[src/rtl/conv1d_mac_ctrl_if.sv]
// Stream and coefficient-bus bundle for the 1-D convolution MAC sequencer.
// master = sample source / result sink side, slave = the sequencer.
interface conv1d_mac_ctrl_if #(
    parameter int DW   = 8,
    parameter int TAPS = 4
);
    localparam int AW = 2 * DW + $clog2(TAPS);

    logic                     in_valid;
    logic                     in_ready;
    logic [DW-1:0]            in_data;
    logic                     coef_we;
    logic [$clog2(TAPS)-1:0]  coef_addr;
    logic [DW-1:0]            coef_data;
    logic                     out_valid;
    logic                     out_ready;
    logic [AW-1:0]            out_data;

    modport master (
        output in_valid, in_data, coef_we, coef_addr, coef_data, out_ready,
        input  in_ready, out_valid, out_data
    );

    modport slave (
        input  in_valid, in_data, coef_we, coef_addr, coef_data, out_ready,
        output in_ready, out_valid, out_data
    );
endinterface

[src/rtl/conv1d_mac_ctrl.sv]
// Sequences an external 18-bit accumulator through clear + TAPS MAC steps per
// accepted sample and returns y[n] = sum coef[k]*x[n-k] on an output stream.
module conv1d_mac_ctrl #(
    parameter  int TAPS = 4,
    parameter  int DW   = 8,
    localparam int AW   = 2 * DW + $clog2(TAPS),
    localparam int CW   = $clog2(TAPS)
) (
    input  logic                 clk,
    input  logic                 reset,
    conv1d_mac_ctrl_if.slave     bus,
    output logic [2*DW-1:0]      acc_data_a_o,
    output logic                 clear_acc_o,
    output logic                 en_acc_o,
    input  logic [AW-1:0]        acc_data_i
);

    typedef enum logic [2:0] {
        IDLE,
        CLEAR,
        MAC,
        DRAIN,
        HOLD
    } state_t;

    state_t                 state;
    logic signed [DW-1:0]   window [TAPS];
    logic signed [DW-1:0]   coef   [TAPS];
    logic [CW-1:0]          cnt;
    logic signed [2*DW-1:0] prod;

    // Both operands sign-extended to the product width so the multiply is signed.
    assign prod = (2*DW)'(window[cnt]) * (2*DW)'(coef[cnt]);

    assign bus.in_ready = (state == IDLE);
    assign clear_acc_o  = (state == CLEAR);
    assign en_acc_o     = (state == MAC);
    assign acc_data_a_o = (state == MAC) ? prod : '0;

    always_ff @(posedge clk) begin
        if (reset) begin
            state         <= IDLE;
            cnt           <= '0;
            bus.out_valid <= 1'b0;
            bus.out_data  <= '0;
            for (int k = 0; k < TAPS; k++) begin
                window[k] <= '0;
                coef[k]   <= '0;
            end
        end else begin
            case (state)
                IDLE: begin
                    // A coefficient write in the accept cycle lands before the MAC uses it.
                    if (bus.coef_we) begin
                        coef[bus.coef_addr] <= bus.coef_data;
                    end
                    if (bus.in_valid) begin
                        for (int k = TAPS - 1; k > 0; k--) begin
                            window[k] <= window[k-1];
                        end
                        window[0] <= bus.in_data;
                        state     <= CLEAR;
                    end
                end
                CLEAR: begin
                    cnt   <= '0;
                    state <= MAC;
                end
                MAC: begin
                    cnt <= cnt + 1'b1;
                    if (cnt == CW'(TAPS - 1)) begin
                        state <= DRAIN;
                    end
                end
                DRAIN: begin
                    bus.out_data  <= acc_data_i;
                    bus.out_valid <= 1'b1;
                    state         <= HOLD;
                end
                HOLD: begin
                    if (bus.out_ready) begin
                        bus.out_valid <= 1'b0;
                        state         <= IDLE;
                    end
                end
                default: state <= IDLE;
            endcase
        end
    end

endmodule

[src/flat_wrapper.sv]
// flat-port wrapper written by rule: the top's interface ports become plain ports
module conv1d_mac_ctrl_flat 
#(
    parameter  int TAPS = 4,
    parameter  int DW   = 8,
    localparam int AW   = 2 * DW + $clog2(TAPS),
    localparam int CW   = $clog2(TAPS)
)
  (clk, reset, acc_data_a_o, clear_acc_o, en_acc_o, acc_data_i, bus_in_valid, bus_in_data, bus_coef_we, bus_coef_addr, bus_coef_data, bus_out_ready, bus_in_ready, bus_out_valid, bus_out_data);
  conv1d_mac_ctrl_if #(.DW(DW), .TAPS(TAPS)) bus_i ();
  input  logic clk;
  input  logic reset;
  output logic [2*DW-1:0] acc_data_a_o;
  output logic clear_acc_o;
  output logic en_acc_o;
  input  logic [AW-1:0] acc_data_i;
  input wire logic [$bits(bus_i.in_valid)-1:0] bus_in_valid;
  input wire logic [$bits(bus_i.in_data)-1:0] bus_in_data;
  input wire logic [$bits(bus_i.coef_we)-1:0] bus_coef_we;
  input wire logic [$bits(bus_i.coef_addr)-1:0] bus_coef_addr;
  input wire logic [$bits(bus_i.coef_data)-1:0] bus_coef_data;
  input wire logic [$bits(bus_i.out_ready)-1:0] bus_out_ready;
  output wire logic [$bits(bus_i.in_ready)-1:0] bus_in_ready;
  output wire logic [$bits(bus_i.out_valid)-1:0] bus_out_valid;
  output wire logic [$bits(bus_i.out_data)-1:0] bus_out_data;
  assign bus_i.in_valid = bus_in_valid;
  assign bus_i.in_data = bus_in_data;
  assign bus_i.coef_we = bus_coef_we;
  assign bus_i.coef_addr = bus_coef_addr;
  assign bus_i.coef_data = bus_coef_data;
  assign bus_i.out_ready = bus_out_ready;
  assign bus_in_ready = bus_i.in_ready;
  assign bus_out_valid = bus_i.out_valid;
  assign bus_out_data = bus_i.out_data;
  conv1d_mac_ctrl #(.TAPS(TAPS), .DW(DW)) u_core (.clk(clk), .reset(reset), .bus(bus_i), .acc_data_a_o(acc_data_a_o), .clear_acc_o(clear_acc_o), .en_acc_o(en_acc_o), .acc_data_i(acc_data_i));
endmodule
[config.mk]
export PLATFORM = sky130hd
export DESIGN_NAME = conv1d_mac_ctrl_flat
export DESIGN_NICKNAME = d
export VERILOG_FILES = /design/src/rtl/conv1d_mac_ctrl_if.sv /design/src/rtl/conv1d_mac_ctrl.sv /design/src/flat_wrapper.sv
export SDC_FILE = /design/constraint.sdc
export NUM_CORES = 1
export LEC_CHECK = 0
export CORE_MARGIN = 1.5
export CORE_UTILIZATION = 40
export DETAILED_ROUTE_END_ITERATION = 8
export MAX_ROUTING_LAYER = met4
export SLEW_MARGIN = 15
export SYNTH_ARGS = -nofsm -noshare
export SYNTH_HDL_FRONTEND = slang
export SYNTH_SLANG_ARGS = --single-unit
export TNS_END_PERCENT = 10
[constraint.sdc]
create_clock -name clk -period 16.6 [get_ports clk]
set_input_delay 1.66 -clock clk [delete_from_list [all_inputs] [get_ports clk]]
set_output_delay 1.66 -clock clk [all_outputs]
set_load 0.03 [all_outputs]
---- Word level (Yosys, flattened, before mapping) ----
Memory sizes are Yosys's and may differ from the RTL's. A register that Yosys moved wholly into a read port is not among the register bits.
Cells that the tools add are included.
storage, ports and cells
  memories kept ........................... 2
  register bits after elaboration ......... 24
  bits of input ports ..................... 41
  RAM bits ................................ 64
memory list
  name           words  width  rd ports  clocked after Yosys merged registers in  write ports  line                   RTL
  u_core.coef    4      8      1         1                                        4            conv1d_mac_ctrl.sv:28  logic signed [DW-1:0] coef [TAPS];
  u_core.window  4      8      4         1                                        4            conv1d_mac_ctrl.sv:27  logic signed [DW-1:0] window [TAPS];
cells by class
  add/subtract/negate cells ............... 1
  mux-type cells .......................... 29
  bitwise operators ....................... 4
  eq/ne operators ......................... 8
  $mul .................................... 1
  reductions and logical operators ........ 6
operators with widths
  cell                                                   count
  2-to-1 mux 8 bit                                       5
  multiplier 8 x 8 -> 16 bit                             1
  2-to-1 mux 16 bit                                      1
  one-hot mux 3 bit (5 select lines)                     1
  2-to-1 mux 1 bit                                       12
  2-to-1 mux 2 bit                                       5
  2-to-1 mux 3 bit                                       3
  OR reduction 8 bit                                     1
  == test 3 x 2 -> 1 bit, second input constant          2
  inequality test 2 bit, second input constant           2
  bitwise OR 1 bit                                       4
  one-hot mux 2 bit (2 select lines)                     1
  nonzero test 2 bit                                     2
  == test 3 x 1 -> 1 bit, second input constant          1
  == test 3 bit, second input constant                   1
  zero test 3 bit                                        1
  AND reduction 3 bit                                    1
  adder 2 x 1 -> 2 bit, second input constant            1
  == test 2 bit, second input constant                   1
  inequality test 2 x 1 -> 1 bit, second input constant  1
  one-hot mux 1 bit (2 select lines)                     1
  AND reduction 2 bit                                    1

---- Logic depth before layout (Yosys ltp) ----
Gate-level depths: netlist of the first run.
  depth in word-level cells ............... 6
  depth in mapped cells ................... 20
  gate-level depth less buffers ........... 18

---- Worst setup path after synthesis of the first run ----
OpenSTA, ideal clock, no wires.
  path kind ............................... flip-flop to output port
  start ................................... reg (tool-made name)
  end ..................................... out acc_data_a_o[14]
  stages on the path, launching flop included .. 19
  slack ................................... 9.650 ns
  data arrival time ....................... 5.290 ns
  path buffers ............................ 2
  data required time ...................... 14.940 ns
  cells stage by stage .................... dfxtp_1 -> buf_6 -> buf_6 -> mux4_2 -> and2_1 -> fa_1 -> inv_1 -> fa_1 -> inv_1 -> fa_1 -> inv_1 -> fa_1 -> inv_1 -> ha_1 -> o21ai_1 -> o21ai_1 -> a31oi_2 -> nor2_1 -> a211oi_1
RTL lines
  element           line                RTL
  end: declaration  flat_wrapper.sv:13  output logic [2*DW-1:0] acc_data_a_o;

==> out/qor.yml, run 1 <==
yosys:
  yosysUniqueCellTypes: 47
  synth.top_cell.area_share_pct: 30.19
  yosys_register_bits: 90
  yosysTopAreaCell: "edfxtp_1"
  seq_area_frac_synth_pct: 38.36
  synth_common_cells: "and2_1, inv_1, edfxtp_1"
  synthesis.nets: 710
  yosys.cell_count.top_type: "and2_1"
  synthFlopType: "edfxtp_1"
  async_flop_share_pct: 0
  synth_area_leaders: "edfxtp_1, fa_1, and2_1, dfxtp_1, ha_1"
  syn_avg_cell_area_sq_um: 10.90
  syn_inst: 584
  syn_area_sq_um: 6366
  synth_edf_count: 64
  ys_warn_count: 0
layout:
  area_growth_pct: 19.38
  finalNetCount: 783
  drive_gt1_share_pct: 6.495
  antenna_cells: 0
floorplan:
  chipHeight_um: 129.2
  initial_core_util_pct: 41.42
  ios: 79
  rows: 45
  die_x_um: 129.2
  core_sq_um: 15370
  fp.dieArea_sq_um: 16680
hold_path:
  whs_endpoint: "u_core.bus.out_data[6]"
  worstHoldPathType: "flop to flop"
  hold_start: "u_core.bus.out_data[6]"
  whs_path_depth: 2
setup_path:
  rr_endpoint: "u_core.coef[0][4]"
  worst_setup_path_start_kind: "flop"
  crit_fanout: 17
  crit_required_ns: 14.94
  path_class: "flop to primary output"
  r2r_slack_ns: 14.22
  reg2reg_depth: 4
  reg2reg_from: "u_core.state[1]"
  crit_path_end_kind: "primary output"
  arrival_ns: 6.40
pwr:
  cellPowerDensity_nw_per_um2: 104.6
  vdd_drop_max_mv: 0.05414
  power_uw: 794.8
  p_leak_nw: 3.112
sta:
  tightest_slew_ns: 1.097
  skew_ns: 0.005653
  rsz0062_at_grt: "false"
  relSlewSlack_pct: 26.65
  fmax_ghz: 0.1240
  maxSlewViolCount: 0
  hold_viol_final: 0
  period_share_pct: 48.57
  finalSetupViolCount: 0
  setup_tns_ns: 0
  fin_ws_ns: 8.537
  fin_crit_ns: 8.063
  holdWs_ns: 0.4610
placement:
  dp_hpwl_um: 9798
  gp_congestion: 0.8204
  place_ws_ns: 8.428
  portBuffers: 78
clocking:
  cts_tree: "yes"
  cts_hold_buf: 0
  cts.path.max_buffers: 2
  clkLatencyLatePin_ns: 0.34
  cts_made_buffers: 9
  clk_pin_slew_worst_paths_ns: 0.06
  clock_sinks: 90
  cts_root_buffer: "clkbuf_16"
  h-tree-depth: 3
  cts_resized: 0
  postCtsSetupRepairBufs: 0
global_route:
  antenna_found_initial: 0
  grt_max_degree: 33
  grt-busiest-layer: "met2"
  grtUsageTotal_pct: 16.89
  grtUsageMet1_pct: 22.42
  grt_util_met3_pct: 2.395
  grt_overflow: 0
  grt_pass1_vias: 4426
  gr-usage-met2_pct: 27.63
  grt_first_pass_wirelength_um: 21480
detailed_routing:
  vias_per_cell: 4.793
  drt_iter0_markers: 151
  ant_nets: 0
  detail_route.wirelength_um: 12660
  vias: 4184
  drc: 0
  avgRoutedWirePerCell_um: 14.50
  dr.pass1.iters: 4
job:
  drv_cap: 0
status:
  outcome: "finished, final reports clean"
## flip-flops by register name, summed over array words and instances (netlist names), named ones only
| name | count |
|---|---|
| u_core.bus.out_data | 18 |
| u_core.state | 3 |
| u_core.window | 32 |
| u_core.cnt | 2 |
| u_core.coef | 32 |
| u_core.bus.out_valid | 1 |
## cell families (layout without fill, tap and decap cells)
family / after synthesis / after routing / synth area share, %
xor gates and xnor gates: 15 / 15 / 2.064
and+or+nand+nor: 222 / 222 / 18.79
muxes: 19 / 19 / 5.955
AOI/OAI and AO/OA: 50 / 50 / 4.913
buffers and inverters: 103 / 181 / 6.722
adders and majority gates: 85 / 85 / 23.19
DFF: 90 / 90 / 38.36
## layout by cell type (no fill, tap or decap), drive strengths merged, types with 2 or more instances in the layout
master and count:
and2 107, inv 87, clkdlybuf4s50 78, edfxtp 64, nand2 58, fa 55, a21oi 30, ha 30
dfxtp 26, nor2 25, mux4 15, xnor2 10, clkbuf 9, nor3 7, and3 6, xor2 5
o21ai 5, or2 4, mux2i 3, nand2b 3, a21o 3, clkinvlp 3, buf 3, nor2b 3
a211oi 3, o21bai 2, o21a 2, nand3 2, and3b 2, nand3b 2
## metal layers
layer  wire length [um]  vias up
met3                373       11
met2               6034       73
met1               6144     2061
li1                   -     2039
met5                  0        -
met4                108        0
## cell type report
type / instances / area (sq um)
Clock inverter: 7 / 52.55
Timing Repair Buffer: 81 / 803.3
Fill cell: 1403 / 7771
Inverter: 84 / 315.3
Multi-Input combinational cell: 391 / 3496
Sequential cell: 90 / 2444
Clock buffer: 9 / 225.2
Tap cell: 211 / 264.0
## worst max-delay path: stages, from the launching register on
cell             delay, ns
dfxtp_2               0.72
mux4_2                0.66
or2_1                 0.26
fa_1                  0.51
fa_1                  0.55
inv_1                 0.06
fa_1                  0.53
inv_1                 0.05
fa_1                  0.52
inv_1                 0.04
ha_1                  0.35
nand4b_1              0.17
a211o_1               0.38
o211ai_1              0.34
mux2i_1               0.23
clkdlybuf4s50_1       0.69
## stage by stage
stage | area, sq um | instances | utilization (%)
floorplan | 6366 | 584 | -
global placement | 7321 | 857 | 47.63
detailed placement | 7321 | 857 | 47.63
CTS | 7599 | 873 | 49.43
global route | 7600 | 873 | 49.44
finish | 7600 | 873 | 49.44
## how the worst max path moves through the flow
stage | end | slack, ns | cells past startpoint
after CTS | acc_data_a_o[15] | 8.04 | 15
final | acc_data_a_o[15] | 8.54 | 15
after detailed placement | acc_data_a_o[15] | 8.43 | 16
after floorplan | acc_data_a_o[14] | 9.65 | 18
after global routing | acc_data_a_o[15] | 8.14 | 15
after global placement | acc_data_a_o[15] | 8.54 | 16
## power by group
group / leakage [nW] / internal [mW] / switching [mW]
registers: 0.890 / 0.256 / 0.00937
clock network: 0.127 / 0.102 / 0.0875
logic: 2.10 / 0.148 / 0.192
Note: power is estimated with default switching activity, not from simulation.
==> run 2, diff against run 1 <==
==> constraint.sdc (replaced) <==
create_clock -name clk -period 8.3 [get_ports clk]
set_input_delay 0.83 -clock clk [delete_from_list [all_inputs] [get_ports clk]]
set_output_delay 0.83 -clock clk [all_outputs]
set_load 0.03 [all_outputs]
==> out/qor.yml, run 2 (synthesized netlist as in run 1, its figures left out) <==
status:
  outcome: "finished, final reports clean"
detailed_routing:
  ant_nets: 0
  detail_route.wirelength_um: 12980
  avgRoutedWirePerCell_um: 14.85
  vias_per_cell: 4.761
  vias: 4161
  drt_iter0_markers: 192
  dr.pass1.iters: 4
  drc: 0
setup_path:
  crit_fanout: 14
  crit_path_end_kind: "primary output"
  worst_setup_path_start_kind: "flop"
  crit_required_ns: 7.47
  path_class: "flop to primary output"
  arrival_ns: 6.68
sta:
  setup_tns_ns: 0
  fmax_ghz: 0.1331
  hold_viol_final: 0
  finalSetupViolCount: 0
  skew_ns: 0.006938
  maxSlewViolCount: 0
  fin_crit_ns: 7.514
  period_share_pct: 90.53
  tightest_slew_ns: 1.088
  relSlewSlack_pct: 27.25
  rsz0062_at_grt: "false"
layout:
  seq_area_sq_um: 2442
  multi_input_area_sq_um: 3496
  finalNetCount: 784
  area_growth_pct: 20.13
  antenna_cells: 0
  drive_gt1_share_pct: 6.486
  layout_commonest_cell: "and2_1"
  nFillCells: 1369
  top_regs: "u_core.coef: 32 flops, u_core.window: 32 flops, u_core.bus.out_data: 18 flops"
  final_cell_mix: "and2_1, inv_1, clkdlybuf4s50_1"
  design_area_sq_um: 7647
global_route:
  antenna_found_initial: 0
  grt_first_pass_wirelength_um: 21990
  grt_overflow: 0
  grt_max_degree: 33
  grt_pass1_vias: 4463
  grtUsageTotal_pct: 17.46
clocking:
  clkLatencyLatePin_ns: 0.34
  clk_pin_slew_worst_paths_ns: 0.07
  clock_sinks: 90
  postCtsSetupRepairBufs: 0
  cts_tree: "yes"
  cts_made_buffers: 9
  h-tree-depth: 3
  cts.path.max_buffers: 2
  cts_hold_buf: 0
  cts_resized: 0
  cts_root_buffer: "clkbuf_16"
pwr:
  p_int_mw: 1.074
  power_frac_seq_pct: 32.1
  switchingPower_uw: 577.6
  swShare_pct: 34.97
  cellPowerDensity_nw_per_um2: 216.0
  vdd_drop_max_mv: 0.1150
  p_comb_share_pct: 41.9
  pwr-share-clk_pct: 26.0
  p_leak_nw: 3.144
floorplan:
  rows: 45
  core_sq_um: 15370
  ios: 79
  chipHeight_um: 129.2
  initial_core_util_pct: 41.42
  fp.dieArea_sq_um: 16680
  die_x_um: 129.2
placement:
  dp_hpwl_um: 10060
  dpl_cell_area_sq_um: 7328
  gp_congestion: 0.8425
  portBuffers: 78
hold_path:
  worstHoldPathType: "flop to flop"
job:
  drv_cap: 0
[run 2: final timing paths]
kind	from	endpoint	slack, ns	cells past startpoint
setup reg to reg	u_core.state[1]	u_core.coef[0][4]	5.88	4
hold / removal	u_core.bus.out_data[10]	u_core.bus.out_data[10]	0.45	2
hold reg to reg	u_core.bus.out_data[10]	u_core.bus.out_data[10]	0.45	2
setup / recovery	flop	acc_data_a_o[15]	0.79	17
[run 2: power groups by stage]
stage               Clock [mW]  Combinational (mW)  Sequential [mW]
global route             0.457               0.795            0.534
floorplan                    0               0.535            0.532
detailed placement           0               0.699            0.540
finish                   0.430               0.692            0.530
global placement             0               0.679            0.540
CTS                      0.437               0.701            0.530
[run 2: per-layer routing]
metal  global-route usage, %  wire [um]  vias to the layer above
met1                   23.53       6299                     2030
met4                   4.362        144                        0
met3                   2.766        379                       11
met5                       -          0                        -
li1                        -          -                     2039
met2                   27.72       6156                       81
[run 2: cell type report]
class	instances	area share, %
clock buffer	10	2.994
timing repair buffer	82	10.60
sequential	90	31.94
clock inverter	6	1.178
tap	211	3.452
multi-input combinational	391	45.71
inverter	84	4.123
[run 2: worst max-delay path, stage by stage (launching register included)]
cell and delay, ns:
dfxtp_1 0.91, buf_4 0.28, mux2_2 0.36, o21ai_4 0.25, or2_1 0.19, fa_1 0.43, fa_1 0.54, inv_1 0.06
fa_1 0.54, inv_1 0.06, fa_1 0.53, inv_1 0.04, ha_1 0.35, nand4b_1 0.19, a211o_1 0.38, o211ai_1 0.31
mux2i_1 0.23, clkdlybuf4s50_1 0.69
[run 2: per-stage QoR]
step           cells  hold slack, ns  setup WS, ns  power (mW)  util, %
2_1_floorplan    584          0.4963         2.180       1.066        -
3_3_place_gp     858          0.4413         1.206       1.219    47.68
3_5_place_dp     858          0.4478         1.066       1.239    47.68
4_1_cts          874          0.4553        0.6970       1.669    49.75
5_1_grt          874          0.4885        0.3777       1.786    49.75
6_report         874          0.4538        0.7860       1.652    49.75
==> run 3, diff against run 2 <==
==> constraint.sdc (replaced) <==
create_clock -name clk -period 7.6 [get_ports clk]
set_input_delay 0.76 -clock clk [delete_from_list [all_inputs] [get_ports clk]]
set_output_delay 0.76 -clock clk [all_outputs]
set_load 0.03 [all_outputs]
==> out/qor.yml, run 3 (synthesized netlist as in run 1, its figures left out) <==
clocking:
  clk_pin_slew_worst_paths_ns: 0.07
  cts_resized: 0
  clkLatencyLatePin_ns: 0.35
  postCtsSetupRepairBufs: 0
  cts_root_buffer: "clkbuf_16"
  cts_tree: "yes"
  cts_hold_buf: 0
  cts.path.max_buffers: 2
  cts_made_buffers: 9
  h-tree-depth: 3
  clock_sinks: 90
setup_path:
  reg2reg_depth: 4
  crit_family: "adder cells"
  crit_fanout: 14
  critPathBufInv: 4
  rr_endpoint: "u_core.coef[0][6]"
  arrival_ns: 6.18
  worst_setup_path_start_kind: "flop"
  r2r_slack_ns: 5.22
  path_class: "flop to primary output"
  endpoint: "acc_data_a_o[15]"
  reg2reg_from: "u_core.state[1]"
  crit_required_ns: 6.84
  worstPathCellList: "buf_4, mux4_2, and2_1, fa_1, fa_1, fa_1, inv_1, fa_1, inv_1, ha_1, nand4b_1, a211o_1, o211ai_1, mux2i_1, clkdlybuf4s50_1"
  crit_path_end_kind: "primary output"
  worst-path-stages: 15
  crit_slowest_cell: "dfxtp_1"
  critical_path.most_common_cell: "fa_1"
  max_stage_delay_ns: 0.71
layout:
  nFillCells: 1366
  design_area_sq_um: 7622
  top_regs: "u_core.coef: 32 flops, u_core.window: 32 flops, u_core.bus.out_data: 18 flops"
  antenna_cells: 0
  final_cell_mix: "and2_1, inv_1, clkdlybuf4s50_1"
  post-route-util_pct: 49.59
  finalNetCount: 785
  area_growth_pct: 19.73
  stdcell_count: 875
  drive_gt1_share_pct: 6.777
  layout_commonest_cell: "and2_1"
sta:
  period_share_pct: 91.36
  rsz0062_at_grt: "false"
  holdWs_ns: 0.4529
  maxSlewViolCount: 0
  hold_viol_final: 0
  relSlewSlack_pct: 30.27
  skew_ns: 0.008901
  finalSetupViolCount: 0
  fmax_ghz: 0.1440
  setup_tns_ns: 0
  tightest_slew_ns: 1.043
  fin_crit_ns: 6.944
floorplan:
  fp.dieArea_sq_um: 16680
  rows: 45
  core_sq_um: 15370
  initial_core_util_pct: 41.42
  ios: 79
  chipHeight_um: 129.2
  die_x_um: 129.2
global_route:
  grt_max_degree: 33
  grt_first_pass_wirelength_um: 21400
  antenna_found_initial: 0
  grt_overflow: 0
  grt_pass1_vias: 4417
  grtUsageTotal_pct: 16.98
placement:
  gp_congestion: 0.8585
  dp_hpwl_um: 9951
  dp_cells: 859
  portBuffers: 78
  dpl_cell_area_sq_um: 7336
detailed_routing:
  vias: 4145
  drc: 0
  vias_per_cell: 4.737
  ant_nets: 0
  detail_route.wirelength_um: 12630
  avgRoutedWirePerCell_um: 14.43
  dr.pass1.iters: 4
  drt_iter0_markers: 135
pwr:
  p_leak_nw: 3.137
  cellPowerDensity_nw_per_um2: 229.6
  vdd_drop_max_mv: 0.1091
job:
  drv_cap: 0
status:
  outcome: "finished, final reports clean"
hold_path:
  worstHoldPathType: "flop to flop"
## run 3: changes by cell type in the layout (fill, tap and decap cells not counted), sizes merged
cell / delta
bufinv: -2
inv: +2
buf: +1
clkbuf: -1
clkinv: +1
## run 3: layout make-up
class / instances / area, sq um / share of cell area (%)
flip-flops and latches: 90 / 2442 / 32.04
clock inverters: 7 / 61.31 / 0.8043
well taps: 211 / 264.0 / 3.464
clock buffers: 9 / 225.2 / 2.955
repair buffers: 83 / 818.3 / 10.74
inverters: 84 / 315.3 / 4.137
multi-input cells: 391 / 3496 / 45.86
## run 3: layer usage
metal,wire (um),track usage [%]
met3,356,2.271
met5,0,-
met1,6129,22.29
met2,5923,27.35
met4,218,5.618
## run 3: how the worst min path moves through the flow
stage,startpoint,to,cells past startpoint
floorplan,u_core.cnt[1],flop,2
global placement,u_core.bus.out_data[7],u_core.bus.out_data[7],2
detailed placement,u_core.bus.out_data[0],u_core.bus.out_data[0],2
CTS,u_core.bus.out_data[0],u_core.bus.out_data[0],2
global route,u_core.bus.out_data[0],u_core.bus.out_data[0],2
finish,u_core.bus.out_data[0],u_core.bus.out_data[0],2
## run 3: report_power, final
group	switching [mW]	internal, mW	total [mW]
clock network	0.197	0.228	0.425
logic	0.425	0.323	0.748
registers	0.0171	0.559	0.576
## run 3: worst register-to-register path, delay by kind of cell, from the launching register on
kind / cells / cell delay [ns]
flops: 1 / 0.49
simple gates: 4 / 1.55
## run 3: per-stage QoR
stage / power (mW) / setup WS (ns)
2_1_floorplan: 1.164 / 1.550
3_3_place_gp: 1.326 / 1.065
3_5_place_dp: 1.344 / 0.9683
4_1_cts: 1.774 / 0.5865
5_1_grt: 1.897 / 0.3274
6_report: 1.750 / 0.6563
